**config.mk**
```make
export PLATFORM = sky130hd
export DESIGN_NAME = branch_predictor
export DESIGN_NICKNAME = d
export VERILOG_FILES = /design/src/rtl/branch_predictor.sv
export SDC_FILE = /design/constraint.sdc
export NUM_CORES = 1
export LEC_CHECK = 0
export CAP_MARGIN = 10
export CELL_PAD_IN_SITES_DETAIL_PLACEMENT = 2
export CELL_PAD_IN_SITES_GLOBAL_PLACEMENT = 2
export CORE_AREA = 3 3 158 175
export DETAILED_ROUTE_END_ITERATION = 8
export DIE_AREA = 0 0 161 178
export DONT_BUFFER_PORTS = 1
export PLACE_DENSITY = 0.94
export SETUP_SLACK_MARGIN = 0.02
export SLEW_MARGIN = 10
export SYNTH_ARGS = -nofsm -noshare
export SYNTH_HDL_FRONTEND = slang
export SYNTH_SLANG_ARGS = --single-unit
```
**constraint.sdc**
```tcl
create_clock -name clk_i -period 3.5 [get_ports clk_i]
set_input_delay 0.35 -clock clk_i [delete_from_list [all_inputs] [get_ports clk_i]]
set_output_delay 0.35 -clock clk_i [all_outputs]
set_load 0.03 [all_outputs]
```
**src/rtl/branch_predictor.sv**
```systemverilog
// Bimodal conditional-branch predictor: 2**IDX_W two-bit saturating counters,
// zero-latency Fetch lookup, Memory-stage training, and lookup/mispredict stats.
module bp_ctr #(
  parameter logic [1:0] INIT = 2'b10
) (
  input  logic       clk_i,
  input  logic       rst_n_i,
  input  logic       we,
  input  logic       cnd,
  output logic [1:0] state
);
  always_ff @(posedge clk_i) begin
    if (!rst_n_i)
      state <= INIT;
    else if (we) begin
      if (cnd) begin
        if (state != 2'b11) state <= state + 2'd1;
      end else begin
        if (state != 2'b00) state <= state - 2'd1;
      end
    end
  end
endmodule

module branch_predictor #(
  parameter int         IDX_W      = 6,
  parameter logic [1:0] INIT_STATE = 2'b10,
  parameter int         CNT_W      = 32
) (
  input  logic             clk_i,
  input  logic             rst_n_i,
  input  logic [3:0]       f_icode_i,
  input  logic [3:0]       f_ifun_i,
  input  logic [63:0]      f_PC_i,
  input  logic             F_stall_i,
  output logic             f_branch_taken_o,
  input  logic [3:0]       M_icode_i,
  input  logic [3:0]       M_ifun_i,
  input  logic [63:0]      M_PC_i,
  input  logic             M_Cnd_i,
  input  logic             M_branch_taken_i,
  input  logic             M_bubble_i,
  output logic             m_mispredict_o,
  output logic [CNT_W-1:0] lookup_cnt_o,
  output logic [CNT_W-1:0] mispred_cnt_o
);
  localparam int         NUM_ENT = 1 << IDX_W;
  localparam logic [3:0] IJXX    = 4'h7;

  logic [NUM_ENT-1:0][1:0] tbl;
  logic [IDX_W-1:0]        f_idx, m_idx;
  logic                    upd, train, lookup_inc;
  logic                    unused_pc_hi;

  assign f_idx        = f_PC_i[IDX_W-1:0];
  assign m_idx        = M_PC_i[IDX_W-1:0];
  assign unused_pc_hi = ^{f_PC_i[63:IDX_W], M_PC_i[63:IDX_W]};

  assign upd            = (M_icode_i == IJXX) && !M_bubble_i;
  assign train          = upd && (M_ifun_i != 4'h0);
  assign m_mispredict_o = upd && (M_Cnd_i ^ M_branch_taken_i);
  assign lookup_inc     = (f_icode_i == IJXX) && (f_ifun_i != 4'h0) && !F_stall_i;

  for (genvar g = 0; g < NUM_ENT; g++) begin : g_ent
    bp_ctr #(.INIT(INIT_STATE)) u_ctr (
      .clk_i   (clk_i),
      .rst_n_i (rst_n_i),
      .we      (train && (m_idx == IDX_W'(g))),
      .cnd     (M_Cnd_i),
      .state   (tbl[g])
    );
  end

  // Lookup reads the pre-edge table; a same-cycle update to the same entry is not bypassed.
  always_comb begin
    f_branch_taken_o = 1'b0;
    if (f_icode_i == IJXX)
      f_branch_taken_o = (f_ifun_i == 4'h0) ? 1'b1 : tbl[f_idx][1];
  end

  always_ff @(posedge clk_i) begin
    if (!rst_n_i) begin
      lookup_cnt_o  <= '0;
      mispred_cnt_o <= '0;
    end else begin
      if (lookup_inc && (lookup_cnt_o != '1))
        lookup_cnt_o <= lookup_cnt_o + CNT_W'(1);
      if (m_mispredict_o && (mispred_cnt_o != '1))
        mispred_cnt_o <= mispred_cnt_o + CNT_W'(1);
    end
  end
endmodule

```
* After elaboration in Yosys (flattened, before gate mapping) *
Cells that the tools add are included.

word-level totals
  flip-flop bits (word level) = 192
  input port bits = 150
  output and inout port bits = 66
  word-level logic and storage cells = 858

cells by class
  $add $sub $neg = 130
  order comparisons = 1
  equal/unequal tests = 195
  muxes and demuxes = 196
  bitwise logic cells = 1
  reduce and logical (&&, ||, !) cells = 269

operators by type and width
  cell                                                    number
  two-way mux 2 bit                                       193
  nonzero test 2 bit                                      128
  == test 6 bit (second input constant)                   32
  AND reduction 3 bit                                     64
  adder 2 x 1 -> 2 bit (second input constant)            64
  inequality test 2 x 1 -> 1 bit (second input constant)  64
  inequality test 2 bit (second input constant)           64
  subtractor 2 x 1 -> 2 bit (second input constant)       64
  == test 6 x 5 -> 1 bit (second input constant)          16
  logical AND 1 bit                                       71
  adder 32 x 1 -> 32 bit (second input constant)          2
  inequality test 32 bit (second input constant)          2
  == test 6 x 4 -> 1 bit (second input constant)          8
  == test 6 x 3 -> 1 bit (second input constant)          4
  binary-select mux 2 bit (select 6 bit)                  1
  == test 6 x 2 -> 1 bit (second input constant)          2
  == test 4 x 3 -> 1 bit (second input constant)          2
  nonzero test 4 bit                                      2
  < comparator 6 x 7 -> 1 bit (second input constant)     1
  == test 6 x 1 -> 1 bit (second input constant)          1
  logical NOT 6 bit                                       1
  logical NOT 4 bit                                       1
  logical NOT 1 bit                                       2
  two-way mux 1 bit                                       2
  XOR 1 bit                                               1

* Depth between registers and ports, before layout *
  depth in word-level cells = 5
  depth in mapped cells = 8
  gate-level depth less buffers = 6

* Hierarchy *
A second synthesis with hierarchy kept.

unflattened totals
  cells, all modules = 1252
  area, all modules = 10437.5 µm²

modules (own cells, without submodules)
  module            instances  cells each  area each (µm²)  sequential area each (µm²)
  bp_ctr            64         11          95.1             40.0
  branch_predictor  1          548         4351.7           1281.2

* Worst setup path after synthesis *
OpenSTA, ideal clock, no wires.

  path type = input -> output
  start point = in f_PC_i[0]
  end point = out f_branch_taken_o
  arrival time = 2.601 ns
  required time = 3.150 ns
  setup slack = 0.549 ns
  stages = 7
  buffers on the path = 2
  cells stage by stage = buf_2 > buf_1 > mux4_2 > nor2_1 > o41ai_1 > nor4_1 > nor4_1

between the ends
  longest elaborated chain between the ends = 4

RTL lines
  element                                  RTL line  RTL
  start, declared                          34        input logic [63:0] f_PC_i,
  binary-select mux 2 bit (select 6 bit)   78        f_branch_taken_o = (f_ifun_i == 4'h0) ? 1'b1 : tbl[f_idx][1];
  two-way mux 2 bit (not written as such)  78
  two-way mux 1 bit                        78
  two-way mux 1 bit                        77        if (f_icode_i == IJXX)
  end, declared                            36        output logic f_branch_taken_o,

Every way passes these cells. The select of a mux whose other input is x is not followed.

* Final worst setup path *
  start point = reg g_ent[51].u_ctr.state[1]
  end point = out f_branch_taken_o

between the ends
  longest elaborated chain between the ends = 4

RTL lines
  element                                  RTL line  RTL
  start, declared                          10        output logic [1:0] state
  start signal, assigned                   17        if (state != 2'b11) state <= state + 2'd1;
  start signal, assigned                   19        if (state != 2'b00) state <= state - 2'd1;
  binary-select mux 2 bit (select 6 bit)   78
  two-way mux 2 bit (not written as such)  78
  two-way mux 1 bit                        78
  two-way mux 1 bit                        77

Every way passes these cells. The select of a mux whose other input is x is not followed.

==> impl_results.html <==
<table>
<tr><th>Metric</th><th>Value</th></tr>
<tr><th colspan="2">Run status</th></tr>
<tr><td>Run status</td><td>finished clean</td></tr>
<tr><th colspan="2">Logic synthesis</th></tr>
<tr><td>Post-synth cell types</td><td>56</td></tr>
<tr><td>Share of synthesized flip-flops with an asynchronous set or reset</td><td>0</td></tr>
<tr><td>Netlist area before placement</td><td>0.0103 mm²</td></tr>
<tr><td>Sequential share of the synthesized area</td><td>0.373</td></tr>
<tr><td>Post-Syn Instances</td><td>1,292</td></tr>
<tr><td>Main flop type after synthesis</td><td>dfxtp_1</td></tr>
<tr><td>Average cell area after synthesis</td><td>7.98 µm²</td></tr>
<tr><td>Post-synth EDFFs</td><td>0</td></tr>
<tr><td>Flip-flop and latch count after synthesis</td><td>192</td></tr>
<tr><td>Warning count from the yosys run</td><td>0</td></tr>
<tr><td>Synthesized Nets</td><td>1,444</td></tr>
<tr><th colspan="2">Timing</th></tr>
<tr><td>Setup repair after global routing missed its margin</td><td>no</td></tr>
<tr><td>Total negative slack</td><td>0 ps</td></tr>
<tr><td>Period Utilization, post-route</td><td>0.836</td></tr>
<tr><td>Relative slew margins</td><td>0.332</td></tr>
<tr><td>Highest clock rate</td><td>342 MHz</td></tr>
<tr><td>Worst setup skew after layout</td><td>9.94 ps</td></tr>
<tr><td>Max-slew violation count</td><td>0</td></tr>
<tr><td>Count of endpoints failing setup in the final report</td><td>0</td></tr>
<tr><td>Slew at the pin with the worst max-slew slack</td><td>993 ps</td></tr>
<tr><td>Final hold violation count</td><td>0</td></tr>
<tr><td>Period minus WS final</td><td>2930 ps</td></tr>
<tr><th colspan="2">Critical path</th></tr>
<tr><td>Worst reg-to-reg setup slack</td><td>600 ps</td></tr>
<tr><td>Capturing instance or port of the critical path</td><td>f_branch_taken_o</td></tr>
<tr><td>Cells traversed along the worst timing path</td><td>mux4_2, nor2_1, o41ai_1, nor4_1, nor4_2, buf_4</td></tr>
<tr><td>Worst R2R End</td><td>lookup_cnt_o[31]</td></tr>
<tr><td>Buffers and inverters on the worst path</td><td>1</td></tr>
<tr><td>FF-to-FF path depth</td><td>5</td></tr>
<tr><td>Stages on the worst setup path</td><td>6</td></tr>
<tr><td>CP peak stage delay</td><td>480 ps</td></tr>
<tr><td>Endpoint type of the worst setup path</td><td>primary output</td></tr>
<tr><td>Crit path max fanout</td><td>5</td></tr>
<tr><td>Kind of start point of the critical path</td><td>flip-flop</td></tr>
<tr><td>Critical-path cell with the highest stage delay</td><td>nor4_2</td></tr>
<tr><td>WP data arrival</td><td>2580 ps</td></tr>
<tr><td>Required arrival time at the worst endpoint</td><td>3150 ps</td></tr>
<tr><td>Cell family with most CP delay</td><td>simple AND/OR/NAND/NOR gates</td></tr>
<tr><td>Worst Setup SP</td><td>g_ent[51].u_ctr.state[1]</td></tr>
<tr><td>Worst reg2reg startpoint</td><td>lookup_cnt_o[24]</td></tr>
<tr><td>Critical Setup Path Class</td><td>reg2out</td></tr>
<tr><th colspan="2">Route</th></tr>
<tr><td>Via count</td><td>11.2k</td></tr>
<tr><td>Sum of routed wire length over all layers</td><td>47.1 mm</td></tr>
<tr><td>Average wire per cell in the routed design</td><td>29.5 µm</td></tr>
<tr><td>Remaining antenna violation count</td><td>0</td></tr>
<tr><td>Detailed Route Iter0 Violations</td><td>1,100</td></tr>
<tr><td>Vias per cell</td><td>7.04</td></tr>
<tr><td>Remaining DRCs</td><td>0</td></tr>
<tr><td>Detailed Routing Iterations Pass 1</td><td>5</td></tr>
<tr><th colspan="2">Clock tree</th></tr>
<tr><td>Cts bufs inserted</td><td>17</td></tr>
<tr><td>Number of clock sinks</td><td>192</td></tr>
<tr><td>Clock network latency to the later pin of the worst-skew pair</td><td>460 ps</td></tr>
<tr><td>Post_cts resized</td><td>0</td></tr>
<tr><td>Clock-pin transition on the worst setup and hold timing paths</td><td>90 ps</td></tr>
<tr><td>Max H-tree Level</td><td>4</td></tr>
<tr><td>TritonCTS clock tree</td><td>built</td></tr>
<tr><td>Root buf cell</td><td>clkbuf_16</td></tr>
<tr><td>Clock Path Buffers</td><td>2</td></tr>
<tr><th colspan="2">Pwr</th></tr>
<tr><td>Static Leak</td><td>3.47 nW</td></tr>
<tr><td>Total power divided by cell area</td><td>434 mW/mm²</td></tr>
<tr><td>VDD IR max</td><td>0.246 mV</td></tr>
<tr><td>Post-layout power</td><td>4.85 mW</td></tr>
<tr><th colspan="2">Global route</th></tr>
<tr><td>Global-route wire length before repair</td><td>73.3 mm</td></tr>
<tr><td>Number of global-route vias before repair</td><td>12.3k</td></tr>
<tr><td>Initial antenna violation count</td><td>0</td></tr>
<tr><td>Final global-route overflow total</td><td>0</td></tr>
<tr><td>Pin count of the biggest net entering global routing</td><td>216</td></tr>
<tr><td>Total GRT Usage</td><td>0.324</td></tr>
<tr><th colspan="2">Cells and area</th></tr>
<tr><td>Antenna diodes</td><td>0</td></tr>
<tr><td>Fin nets</td><td>1,384</td></tr>
<tr><td>Most frequent standard cell in the layout excluding fill and tap cells</td><td>dfxtp_1</td></tr>
<tr><td>Share of cells above drive strength 1</td><td>0.118</td></tr>
<tr><td>Finished Core Util</td><td>0.429</td></tr>
<tr><td>Most frequent cells in the layout</td><td>dfxtp_1 (192), nand3_1 (106), nand2_1 (105)</td></tr>
<tr><td>Synthesis-to-layout area growth</td><td>8.44%</td></tr>
<tr><td>Number of fill cells in the layout</td><td>2,902</td></tr>
<tr><th colspan="2">Floorplanning</th></tr>
<tr><td>Die Y-Extent</td><td>178 µm</td></tr>
<tr><td>Total Die Area</td><td>0.0287 mm²</td></tr>
<tr><td>Die span in x</td><td>161 µm</td></tr>
<tr><td>Row cnt</td><td>62</td></tr>
<tr><td>Core Area</td><td>0.0261 mm²</td></tr>
<tr><td>Count of boundary I/O pins</td><td>216</td></tr>
<tr><td>Initial standard-cell utilization of the core</td><td>0.395</td></tr>
<tr><th colspan="2">Run</th></tr>
<tr><td>Max-cap check violation count</td><td>0</td></tr>
<tr><th colspan="2">Hold path</th></tr>
<tr><td>Path category of the worst min-delay check</td><td>in2reg</td></tr>
<tr><td>Origin of the worst min-delay path</td><td>rst_n_i</td></tr>
<tr><th colspan="2">Placed design</th></tr>
<tr><td>Count of buffers inserted at the top-level ports</td><td>0</td></tr>
<tr><td>Gpl congestion</td><td>0.786</td></tr>
<tr><td>Detailed placement HPWL</td><td>26.4 mm</td></tr>
</table>
[worst reg2reg max path, delay by kind of cell (launching register included)]
family / cells / cell delay, ps
AO/OA/AOI/OAI: 1 / 280
AND/OR/NAND/NOR: 4 / 1860
flip-flops: 1 / 670
[through the flow]
step	hold slack (ps)	instance area [µm²]	setup slack, ps	cells
global route	16.6	11200	480	1597
floorplan	462	10300	549	1292
CTS	0.147	11200	617	1597
finish	46.9	11200	575	1597
detailed placement	462	10600	631	1563
global placement	450	10600	723	1563
[report_power, final]
| part | internal, mW | switching (mW) | leakage (nW) |
|---|---|---|---|
| Combinational | 0.151 | 0.209 | 1.62 |
| Clock | 1.02 | 1.09 | 0.291 |
| Sequential | 2.25 | 0.123 | 1.56 |
[registers in the layout, indices dropped and copies added, names as in the netlist]
| register | count |
|---|---|
| g_ent.u_ctr.state | 128 |
| lookup_cnt_o | 32 |
| mispred_cnt_o | 32 |
[synthesized netlist by cell type, types with 6 or more instances]
library cell,count,area (µm²)
a21boi_0,29,218
a21oi_1,103,515
a311oi_1,29,254
a31oi_1,95,594
a41oi_1,6,52.6
and4_1,10,87.6
buf_1,11,41.3
buf_2,11,55.1
clkbuf_1,87,327
dfxtp_1,192,3840
inv_1,18,67.6
mux2i_1,11,110
mux4_2,14,315
nand2_1,105,394
nand2b_1,12,75.1
nand3_1,106,531
nand4_1,22,138
nand4b_1,6,52.6
nor2_1,91,342
nor3_1,27,135
nor4_1,19,119
o211ai_1,6,45.0
o21a_1,9,67.6
o21ai_0,91,455
o221a_2,26,293
o31ai_1,16,120
or2_2,29,181
or3_1,25,156
or4_1,27,203
[area by class of cell]
cell class | count | area [µm²] | area share
multi-input cells | 972 | 5980 | 0.535
flip-flops and latches | 192 | 3840 | 0.344
well taps | 352 | 440 | 0.0394
clock buffers | 17 | 425 | 0.0381
repair buffers | 30 | 243 | 0.0217
clock inverters | 15 | 169 | 0.0151
inverters | 19 | 71.3 | 0.00638
[worst min-delay path by stage]
stage	to	slack (ps)	depth (start not counted)
after floorplan	g_ent[48].u_ctr.state[0]	460	1
after global placement	g_ent[16].u_ctr.state[1]	450	1
after detailed placement	g_ent[4].u_ctr.state[1]	460	1
after CTS	g_ent[7].u_ctr.state[1]	0.1	1
after global routing	g_ent[39].u_ctr.state[1]	20	1
final	mispred_cnt_o[13]	50	2
[metal layers]
metal	GRT usage	part of all wire	vias to the layer above
li1	-	-	4811
met2	0.571	0.50	505
met5	0	0	-
met3	0.0704	0.062	192
met1	0.355	0.37	5741
met4	0.203	0.061	0
[cells by family after synthesis]
group,synth area share
and+or+nand+nor,0.247
xor gates and xnor gates,0.00680
DFF,0.373
muxes,0.0467
adders and majority gates,0.00243
AOI/OAI and AO/OA,0.276
buffers and inverters,0.0480
[timing repair]
action,in CTS,in global routing
hold buffers,2,0
buffers inserted,0,0
endpoints found under the hold margin,11,0
Note: power is estimated with default switching activity, not from simulation.
